--- config.mk ---
export PLATFORM = sky130hd
export DESIGN_NAME = ssp_gen2
export DESIGN_NICKNAME = d
export VERILOG_FILES = /design/src/rtl/ssp_gen2.sv
export SDC_FILE = /design/constraint.sdc
export NUM_CORES = 1
export LEC_CHECK = 0
export ABC_AREA = 0
export CORE_AREA = 2 2 93 95
export DETAILED_ROUTE_END_ITERATION = 8
export DIE_AREA = 0 0 95 97
export GPL_TIMING_DRIVEN = 0
export PLACE_DENSITY = 0.82
export SETUP_SLACK_MARGIN = 0.5
export SYNTH_ARGS = -nofsm -noshare
export SYNTH_HDL_FRONTEND = slang
export SYNTH_SLANG_ARGS = --single-unit
--- constraint.sdc ---
create_clock -name PCLK -period 4 [get_ports PCLK]
set_input_delay 0.6 -clock PCLK [delete_from_list [all_inputs] [get_ports PCLK]]
set_output_delay 0.6 -clock PCLK [all_outputs]
set_load 0.05 [all_outputs]
--- src/rtl/ssp_gen2.sv ---
// Second-generation synchronous serial port: TX/RX FIFOs, TI frame-sync transmit
// engine and a PCLK-synchronous receive front end with internal loopback.

module ssp_gen2_fifo #(
  parameter int W     = 8,
  parameter int DEPTH = 4,
  parameter int AW    = $clog2(DEPTH),
  parameter int CW    = AW + 1
) (
  input  logic          clk,
  input  logic          rst_n,
  input  logic          push,
  input  logic          pop,
  input  logic [W-1:0]  wdata,
  output logic [W-1:0]  rdata,
  output logic [CW-1:0] count,
  output logic          full
);
  logic [W-1:0]  mem_q [DEPTH];
  logic [AW-1:0] wptr_q, wptr_d, rptr_q, rptr_d;
  logic [CW-1:0] count_q, count_d;
  logic          full_q, full_d;

  // Pointers wrap naturally because DEPTH is a power of two.
  always_comb begin
    wptr_d  = wptr_q + AW'(push);
    rptr_d  = rptr_q + AW'(pop);
    count_d = count_q + CW'(push) - CW'(pop);
    full_d  = (count_d == CW'(DEPTH));
  end

  always_ff @(posedge clk or negedge rst_n) begin
    if (!rst_n) begin
      wptr_q  <= '0;
      rptr_q  <= '0;
      count_q <= '0;
      full_q  <= 1'b0;
    end else begin
      wptr_q  <= wptr_d;
      rptr_q  <= rptr_d;
      count_q <= count_d;
      full_q  <= full_d;
    end
  end

  always_ff @(posedge clk) begin
    if (push) begin
      mem_q[wptr_q] <= wdata;
    end
  end

  assign rdata = mem_q[rptr_q];
  assign count = count_q;
  assign full  = full_q;
endmodule

module ssp_gen2 #(
  parameter int DATA_W     = 8,
  parameter int FIFO_DEPTH = 4,
  parameter int CLK_DIV    = 2
) (
  input  logic                        PCLK,
  input  logic                        CLEAR_B,
  input  logic                        PSEL,
  input  logic                        PWRITE,
  input  logic [DATA_W-1:0]           PWDATA,
  output logic [DATA_W-1:0]           PRDATA,
  input  logic                        LOOPBACK,
  input  logic                        SSPCLKIN,
  input  logic                        SSPFSSIN,
  input  logic                        SSPRXD,
  output logic                        SSPCLKOUT,
  output logic                        SSPFSSOUT,
  output logic                        SSPTXD,
  output logic                        SSPOE_B,
  output logic                        SSPTXINTR,
  output logic                        SSPRXINTR,
  output logic [$clog2(FIFO_DEPTH):0] TX_COUNT,
  output logic [$clog2(FIFO_DEPTH):0] RX_COUNT,
  output logic                        RX_OVR
);
  localparam int CW  = $clog2(FIFO_DEPTH) + 1;
  localparam int DVW = $clog2(CLK_DIV);
  localparam int BW  = $clog2(DATA_W);

  typedef enum logic [1:0] {TX_IDLE, TX_SYNC, TX_SHIFT} tx_state_e;
  typedef enum logic [1:0] {RX_IDLE, RX_WAIT, RX_SHIFT} rx_state_e;

  tx_state_e   tx_state_q, tx_state_d;
  rx_state_e   rx_state_q, rx_state_d;
  logic [DVW-1:0]    div_q, div_d;
  logic              sclk_q, sclk_d, tick_s;
  logic [DATA_W-1:0] tx_sh_q, tx_sh_d;
  logic [BW-1:0]     bit_q, bit_d, rx_cnt_q, rx_cnt_d;
  logic              fss_q, fss_d, txd_q, txd_d, oe_b_q, oe_b_d;
  logic [DATA_W-2:0] rx_sh_q, rx_sh_d;
  logic [DATA_W-1:0] rx_word_s, tx_head_s, rx_head_s;
  logic [2:0]        meta_q, sync_q;
  logic              rclk_prev_q, rclk_s, rfss_s, rd_s, sample_s;
  logic              tx_push_s, tx_pop_s, rx_push_s, rx_push_ok_s, rx_pop_s;
  logic              tx_empty_s, rx_full_now_s, ovr_q, ovr_d, tx_full_s, rx_full_s;
  logic [CW-1:0]     tx_count_s, rx_count_s;

  assign tx_empty_s    = (tx_count_s == CW'(0));
  assign rx_full_now_s = (rx_count_s == CW'(FIFO_DEPTH));
  assign tx_push_s     = PSEL & PWRITE & (tx_count_s != CW'(FIFO_DEPTH));
  assign rx_pop_s      = PSEL & ~PWRITE & (rx_count_s != CW'(0));
  // A same-cycle bus pop frees the slot the incoming word needs.
  assign rx_push_ok_s  = rx_push_s & (~rx_full_now_s | rx_pop_s);

  always_comb begin
    tick_s = (div_q == DVW'(CLK_DIV - 1));
    if (tick_s) begin
      div_d = '0;
    end else begin
      div_d = div_q + DVW'(1);
    end
    sclk_d = (div_d < DVW'(CLK_DIV / 2));
    ovr_d  = ovr_q | (rx_push_s & rx_full_now_s & ~rx_pop_s);
  end

  // Loopback taps the registered transmit outputs, so no synchronizer is needed there.
  always_comb begin
    if (LOOPBACK) begin
      rclk_s = sclk_q;
      rfss_s = fss_q;
      rd_s   = txd_q;
    end else begin
      rclk_s = sync_q[2];
      rfss_s = sync_q[1];
      rd_s   = sync_q[0];
    end
    sample_s = rclk_prev_q & ~rclk_s;
  end

  always_comb begin
    tx_state_d = tx_state_q;
    tx_sh_d    = tx_sh_q;
    bit_d      = bit_q;
    fss_d      = fss_q;
    txd_d      = txd_q;
    oe_b_d     = oe_b_q;
    tx_pop_s   = 1'b0;
    if (tick_s) begin
      case (tx_state_q)
        TX_IDLE: begin
          if (!tx_empty_s) begin
            tx_pop_s   = 1'b1;
            tx_sh_d    = tx_head_s;
            fss_d      = 1'b1;
            tx_state_d = TX_SYNC;
          end else begin
            fss_d  = 1'b0;
            txd_d  = 1'b0;
            oe_b_d = 1'b1;
          end
        end
        TX_SYNC: begin
          fss_d      = 1'b0;
          oe_b_d     = 1'b0;
          txd_d      = tx_sh_q[DATA_W-1];
          bit_d      = BW'(DATA_W - 1);
          tx_state_d = TX_SHIFT;
        end
        TX_SHIFT: begin
          if (bit_q != BW'(0)) begin
            bit_d = bit_q - BW'(1);
            txd_d = tx_sh_q[bit_q - BW'(1)];
            // Fetch the next word alongside bit 0 so frames run back to back.
            if ((bit_q == BW'(1)) && !tx_empty_s) begin
              tx_pop_s = 1'b1;
              tx_sh_d  = tx_head_s;
              fss_d    = 1'b1;
            end else begin
              fss_d = 1'b0;
            end
          end else if (fss_q) begin
            fss_d = 1'b0;
            txd_d = tx_sh_q[DATA_W-1];
            bit_d = BW'(DATA_W - 1);
          end else begin
            oe_b_d     = 1'b1;
            txd_d      = 1'b0;
            tx_state_d = TX_IDLE;
          end
        end
        default: begin
          fss_d      = 1'b0;
          txd_d      = 1'b0;
          oe_b_d     = 1'b1;
          tx_state_d = TX_IDLE;
        end
      endcase
    end else begin
      tx_state_d = tx_state_q;
    end
  end

  always_comb begin
    rx_state_d = rx_state_q;
    rx_sh_d    = rx_sh_q;
    rx_cnt_d   = rx_cnt_q;
    rx_push_s  = 1'b0;
    rx_word_s  = {rx_sh_q, rd_s};
    if (sample_s) begin
      case (rx_state_q)
        RX_IDLE: begin
          if (rfss_s) begin
            rx_state_d = RX_WAIT;
          end else begin
            rx_state_d = RX_IDLE;
          end
        end
        RX_WAIT: begin
          rx_sh_d    = rx_word_s[DATA_W-2:0];
          rx_cnt_d   = BW'(1);
          rx_state_d = RX_SHIFT;
        end
        RX_SHIFT: begin
          rx_sh_d = rx_word_s[DATA_W-2:0];
          if (rx_cnt_q == BW'(DATA_W - 1)) begin
            rx_push_s  = 1'b1;
            rx_cnt_d   = '0;
            rx_state_d = rfss_s ? RX_WAIT : RX_IDLE;
          end else begin
            rx_cnt_d = rx_cnt_q + BW'(1);
          end
        end
        default: rx_state_d = RX_IDLE;
      endcase
    end else begin
      rx_state_d = rx_state_q;
    end
  end

  always_ff @(posedge PCLK or negedge CLEAR_B) begin
    if (!CLEAR_B) begin
      div_q       <= '0;
      sclk_q      <= 1'b0;
      tx_state_q  <= TX_IDLE;
      tx_sh_q     <= '0;
      bit_q       <= '0;
      fss_q       <= 1'b0;
      txd_q       <= 1'b0;
      oe_b_q      <= 1'b1;
      rx_state_q  <= RX_IDLE;
      rx_sh_q     <= '0;
      rx_cnt_q    <= '0;
      meta_q      <= '0;
      sync_q      <= '0;
      rclk_prev_q <= 1'b0;
      ovr_q       <= 1'b0;
    end else begin
      div_q       <= div_d;
      sclk_q      <= sclk_d;
      tx_state_q  <= tx_state_d;
      tx_sh_q     <= tx_sh_d;
      bit_q       <= bit_d;
      fss_q       <= fss_d;
      txd_q       <= txd_d;
      oe_b_q      <= oe_b_d;
      rx_state_q  <= rx_state_d;
      rx_sh_q     <= rx_sh_d;
      rx_cnt_q    <= rx_cnt_d;
      meta_q      <= {SSPCLKIN, SSPFSSIN, SSPRXD};
      sync_q      <= meta_q;
      rclk_prev_q <= rclk_s;
      ovr_q       <= ovr_d;
    end
  end

  ssp_gen2_fifo #(.W(DATA_W), .DEPTH(FIFO_DEPTH)) u_tx_fifo (
    .clk(PCLK), .rst_n(CLEAR_B), .push(tx_push_s), .pop(tx_pop_s), .wdata(PWDATA),
    .rdata(tx_head_s), .count(tx_count_s), .full(tx_full_s)
  );

  ssp_gen2_fifo #(.W(DATA_W), .DEPTH(FIFO_DEPTH)) u_rx_fifo (
    .clk(PCLK), .rst_n(CLEAR_B), .push(rx_push_ok_s), .pop(rx_pop_s), .wdata(rx_word_s),
    .rdata(rx_head_s), .count(rx_count_s), .full(rx_full_s)
  );

  assign PRDATA    = (rx_count_s == CW'(0)) ? '0 : rx_head_s;
  assign SSPCLKOUT = sclk_q;
  assign SSPFSSOUT = fss_q;
  assign SSPTXD    = txd_q;
  assign SSPOE_B   = oe_b_q;
  assign SSPTXINTR = tx_full_s;
  assign SSPRXINTR = rx_full_s;
  assign TX_COUNT  = tx_count_s;
  assign RX_COUNT  = rx_count_s;
  assign RX_OVR    = ovr_q;
endmodule

==> metrics, run 1 <==
share of cells above drive strength 1 0.228; commonest non-fill, non-tap cell in the layout edfxtp_1; wire per inst 18.5 µm; met1 usage 0.255; Max-Cap Viols 0; CP startpoint u_rx_fifo.count[0]; final worst-path cycle share 0.822; Pleak around 2.4 nW; Yosys top cell area share 0.391; final net count around 400; Avg Inst Size Synth 16.4 µm²; GR Layer Usage met2 0.374; I/O pin count 37; Post-DP HPWL 5600 µm; fin crit period between 3 and 4 ns; maximum vdd drop between 0.5 and 0.6 mV; final setup violation count 0; Core Region just over 0.008 mm²; startpoint types flip-flop; post-route ant nets 0; via count about 2.7k; TritonCTS Buffers 17; first-pass GRT wire length 14700 µm; die width ~95 µm; number of H-tree levels 4; P&R area growth vs syn 23.2%; worst skew pair latency just over 0.5 ns; syn_nets 339; CTS Buffer Depth 2; Worst setup EP type primary output; Max Clk Rate just over 300 MHz; max-slew violations 0; status completed; Pwr Total about 5 mW; Tightest Hold Check Type primary input to asynchronous set/reset pin; sequential-to-total area share from yosys stat 0.666; postcts setup bufs 0; grt ovf 0; Worst Path Arrival ~2.7 ns; CTS Root Cell clkbuf_8; commonest cells after routing, fill and taps aside edfxtp_1 (64), dfrtp_1 (53), clkdlybuf4s50_1 (35), ha_1 (21), inv_1 (19); Gate Count Post-Synth 300; r2r setup slk 0.80 ns; # rows 33; DIE AREA 0.00922 mm²; TritonCTS clock tree done; DRT Wirelength 8750 µm; largest fanout on the critical path 9; RSZ-0062 raised after global routing false; post-cts sizing count 0; ant diodes 0; drt first pass iters 4; CTS Hold Buffers Added 0; post-synthesis cell area 0.00492 mm²; Critical Path RT ~3.4 ns; initial antenna violation count 0; IO Port Bufs 36; Yosys warning total 0; largest net degree at the start of global routing 33; clock-pin slew of the registers on the worst-case setup and hold paths 0.06 ns; Yosys reg bits between 100 and 150; layer with the highest usage met2; vias in the first global route 2933; cell taking the most area after synthesis edfxtp_1; GRT Util Overall 0.218; Synth Flop Type edfxtp_1; DIE HEIGHT between 90 and 100 µm; Slew @ Worst Pin 1.07 ns; PwrDens 838 mW/mm²; Initial Utilization 0.605; final hold violations 0; number of enable flip-flop cells after synthesis 64; Remaining DRCs 0; slew margin rel. 0.282; clk_skew 0.0111 ns; clk sinks around 120; Setup TNS Final 0 ns; crit path kind flip-flop to primary output; GPL Wtd Cong 0.755; synth top area cells edfxtp_1 (39%), dfrtp_1 (27%), mux4_2 (8.2%); CP Capture Point PRDATA[3]; worst r2r dst u_rx_fifo.full; FFs w/ async S/R, synth 0.458; worst reg2reg startpoint u_rx_fifo.count[0]; DRT iter0 DRCs approximately 150; WHS 0.160 ns; drt via density 5.60; post-synthesis cell type count between 40 and 50; global-route met3 utilization 0.0607; Reg2Reg Depth 9
[layout make-up]
type / instances / area (µm²)
timing repair buffer: 37 / 383
sequential: 118 / 3270
fill: 465 / 2080
buffer: 7 / 32.5
tap: 105 / 131
multi-input combinational: 155 / 1540
clock buffer: 20 / 445
clock inverter: 12 / 176
inverter: 20 / 75.1
[how the worst min path moves through the flow]
| stage | cells past startpoint | slack (ns) | startpoint | end |
|---|---|---|---|---|
| after floorplan | 0 | 0.30 | CLEAR_B | RX_OVR |
| after global placement | 0 | 0.34 | meta_q[2] | sync_q[2] |
| after detailed placement | 0 | 0.35 | meta_q[0] | sync_q[0] |
| after CTS | 1 | 0.17 | CLEAR_B | rx_state_q[0] |
| after global routing | 1 | 0.21 | CLEAR_B | u_rx_fifo.full |
| final | 1 | 0.16 | CLEAR_B | rx_state_q[0] |
[power by group]
group	internal, mW	switching [mW]	leakage [nW]
clock network	1.04	0.522	0.301
registers	1.57	0.194	1.23
logic	0.763	0.980	0.874
[cells in the mapped netlist (2+ instances only)]
cell type	instances
a21oi_1	9
clkbuf_1	2
edfxtp_1	64
nand2_1	12
nor3b_1	6
xor2_1	4
mux2_2	18
o21ai_0	4
mux2i_1	2
nand3_1	4
nor2b_1	10
mux4_2	18
buf_2	4
inv_1	19
o211ai_1	2
nor3_1	4
dfrtp_1	53
xnor2_1	4
nor2_1	12
fa_1	2
and3_1	2
ha_1	21
nand2b_1	3
[state kept, by name, summed over array words and instances (netlist names), 7 cells and up]
register,cells
u_tx_fifo.mem_q,32
rx_sh_q,7
u_rx_fifo.mem_q,32
tx_sh_q,8
[through the flow]
step                      cells  cell area (µm²)  setup WS [ns]  utilization
after floorplan             300             4920           1.22            -
after global routing        474             6060          0.551        0.745
final                       474             6060          0.713        0.745
after global placement      441             5410          0.737        0.665
after CTS                   474             6050          0.620        0.744
after detailed placement    442             5430          0.748        0.668
[worst max-delay path, cell delays in order (launching register included)]
cell             delay [ns]
dfrtp_1                0.42
nor3_1                 0.87
nor2b_1                0.12
clkdlybuf4s50_1        0.77
[layer usage]
metal	up-vias	share of wire
met3	12	0.039
met1	1356	0.40
met5	-	0
li1	1223	-
met2	62	0.54
met4	0	0.015
[logic make-up after synthesis]
family                   count (synthesis)  synth area share
flip-flops                             118             0.666
AO/OA/AOI/OAI                           25            0.0374
adder cells (fa/ha/maj)                 23            0.0616
AND/OR/NAND/NOR                         59            0.0662
multiplexers                            40             0.133
XOR/XNOR                                 8            0.0142
buffers and inverters                   27            0.0219
(Power assumes the default switching activity.)
==> run 2, diff against run 1 <==
Settings changed: CORE_AREA 2 2 93 95 to 2 2 101 103, DIE_AREA 0 0 95 97 to 0 0 103 105, PLACE_DENSITY 0.82 to 0.73.
Clock period 4 ns to 2.9 ns, I/O delays scaled along.
==> run 2 against run 1 <==
  * Sequential power rose by 37%
  * Global-route usage fell by 4.8 points
  * Clock-buffer cell count decreased by 2
  * Clock skew decreased by 0.0018 ns
  * Register-to-register slack lost 0.34 ns
  * Wire length fell by 5.8%
  * Hold slack improved by 0.18 ns
  * Critical endpoint is now u_tx_fifo.full
==> metrics, run 2 (synthesis results as in run 1) <==
status completed (unchanged); TritonCTS Buffers 17 (unchanged); crit path cell chain or3_4 > nand2_4 > nor2_2 > ha_1 > inv_1 > ha_1 > inv_2 > fa_2 > xnor2_2 > xnor2_1 > nor3b_2 (was nor3_1 > nor2b_1 > clkdlybuf4s50_1); slew margin rel. 0.473 (was 0.282); I/O pin count 37 (unchanged); CTS Root Cell clkbuf_8 (unchanged); clk sinks 118 (unchanged); final hold violations 0 (unchanged); crit path kind flip-flop to flip-flop (was flip-flop to primary output); first-pass GRT wire length 13600 µm (was 14700 µm); Reg2Reg Depth 11 (was 9); DIE AREA 0.0108 mm² (was 0.00922 mm²); Post-DP HPWL 5150 µm (was 5600 µm); WHS 0.345 ns (was 0.160 ns); Critical Path RT 3.33 ns (was 3.40 ns); Filler Cell Count 663 (was 465); Remaining DRCs 0 (unchanged); P&R area growth vs syn 28.8% (was 23.2%); wire per inst 15.8 µm (was 18.5 µm); worst skew pair latency 0.51 ns (about the same); Initial Utilization 0.510 (was 0.605); ant diodes 0 (unchanged); CP max stage cell dfrtp_2 (was nor3_1); Net Switching 2.46 mW (was 1.70 mW); clock-pin slew of the registers on the worst-case setup and hold paths 0.06 ns (about the same); Most Frequent Cell on Critical Path ha_1; DIE HEIGHT 105 µm (was 97 µm); worst reg2reg startpoint u_tx_fifo.count[1] (was u_rx_fifo.count[0]); largest net degree at the start of global routing 36 (was 33); via count 2746 (was 2653); fin crit period ~2.4 ns; Slew @ Worst Pin 0.787 ns (was 1.07 ns); Flop pwr share 0.336 (was 0.348); Worst setup EP type flip-flop (was primary output); commonest non-fill, non-tap cell in the layout edfxtp_1 (unchanged); CTS Buffer Depth 2 (unchanged); startpoint types flip-flop (unchanged); drt via density 5.26 (was 5.60); drt first pass iters 6 (was 4); Pleak 2.51 nW (was 2.40 nW); DRT Wirelength 8240 µm (was 8750 µm); clk_skew 0.00928 ns (was 0.0111 ns); Pint 4.78 mW (was 3.38 mW); DRT iter0 DRCs 126 (was 146); TritonCTS clock tree done (unchanged); number of H-tree levels 4 (unchanged); GPL Wtd Cong 0.793 (was 0.755); Pwr Total 7.24 mW (was 5.08 mW); top flop regs u_rx_fifo.mem_q: 32 flops, u_tx_fifo.mem_q: 32 flops, tx_sh_q: 8 flops (unchanged); CP Capture Point u_tx_fifo.full (was PRDATA[3]); CP max stage delay 0.42 ns (was 0.87 ns); final worst-path cycle share 0.840; Worst Path Arrival 2.87 ns (was 2.69 ns); # rows 36 (was 33); maximum vdd drop 0.570 mV (was 0.525 mV); vias in the first global route 2800 (was 2933); IO Port Bufs 36 (unchanged); Setup TNS Final 0 ns (unchanged); post-route ant nets 0 (unchanged); commonest cells after routing, fill and taps aside edfxtp_1 (64), dfrtp_1 (47), clkdlybuf4s50_1 (27), buf_4 (23) (was edfxtp_1 (64), dfrtp_1 (53), clkdlybuf4s50_1 (35), ha_1 (21), inv_1 (19)); r2r setup slk 0.46 ns (was 0.80 ns); grt ovf 0 (unchanged); final setup violation count 0 (unchanged); worst r2r dst u_tx_fifo.full (was u_rx_fifo.full); GRT Util Overall 0.170 (was 0.218); Combinational Power Share 0.372 (was 0.344); final net count 415 (was 395); Core Region 0.00964 mm² (was 0.00813 mm²); die width 103 µm (was 95 µm); largest fanout on the critical path 4 (was 9); Clock power frac 0.292 (was 0.308); CP startpoint u_tx_fifo.count[1] (was u_rx_fifo.count[0]); PwrDens 1140 mW/mm² (was 838 mW/mm²); Tightest Hold Check Type flip-flop to flip-flop (was primary input to asynchronous set/reset pin); sw frac 0.339 (was 0.334); share of cells above drive strength 1 0.344 (was 0.228); Max Clk Rate 411 MHz; max-slew violations 0 (unchanged); RSZ-0062 raised after global routing true (was false); hold path start meta_q[0]; Max-Cap Viols 0 (unchanged); initial antenna violation count 0 (unchanged)
## run 2: changes by cell type in the layout (fill, tap and decap cells not counted), sizes merged
| cell | before | now |
|---|---|---|
| buf | 6 | 33 |
| clkbuf | 23 | 21 |
| bufinv | 4 | 3 |
| clkinvlp | 2 | 1 |
| dlygate4sd3 | 0 | 1 |
| clkdlybuf4s50 | 35 | 27 |
| clkinv | 6 | 4 |
| inv | 20 | 26 |
## run 2: timing repair
action,4_1_cts,5_1_grt
setup buffers,17,2
endpoints found under the setup margin,44,27
endpoints found under the hold margin,18,0
hold buffers,1,0
resized for setup,63,22
pin swaps,9,1
## run 2: layout make-up
class	count	area [µm²]	area share
Multi-Input combinational cell	155	1630	0.258
Tap cell	133	166	0.0263
Buffer	7	50.0	0.00790
Clock inverter	14	188	0.0296
Timing Repair Buffer	57	523	0.0826
Inverter	20	75.1	0.0119
Sequential cell	118	3280	0.518
Clock buffer	18	418	0.0660
## run 2: how the worst min path moves through the flow
stage / end / slack [ns] / cells after the start
after floorplan: RX_OVR / 0.14 / 0
after global placement: sync_q[2] / 0.34 / 0
after detailed placement: sync_q[0] / 0.34 / 0
after CTS: meta_q[0] / 0.34 / 1
after global routing: meta_q[1] / 0.35 / 1
final: sync_q[0] / 0.35 / 0
## run 2: metrics by stage
step	std cells	util	cell area [µm²]	worst slack (ns)
finish	522	0.657	6330	0.464
global route	522	0.657	6330	0.349
CTS	520	0.651	6280	0.471
detailed placement	470	0.570	5490	-0.0978
global placement	469	0.568	5480	-0.445
floorplan	300	-	4950	0.435
## run 2: layer usage
layer  GRT usage  up-vias  share of wire
met4      0.0742        0          0.021
met3      0.0508       18          0.048
met2       0.280       74           0.51
met1       0.204     1380           0.42
li1            -     1274              -
met5           0        -              0
## run 2: power by group through the flow
stage / sequential, mW / combinational, mW / clock, mW
CTS: 2.43 / 2.63 / 2.15
global route: 2.48 / 2.92 / 2.22
detailed placement: 2.47 / 2.39 / 0
finish: 2.43 / 2.70 / 2.11
global placement: 2.45 / 2.34 / 0
floorplan: 2.63 / 1.59 / 0
## run 2: critical path, delay by kind of cell (launching register included)
kind                     cells  cell delay (ns)
XOR/XNOR                     2             0.33
adder cells (fa/ha/maj)      3             0.79
buffers and inverters        2             0.10
flip-flops                   1             0.42
AND/OR/NAND/NOR              4             0.72
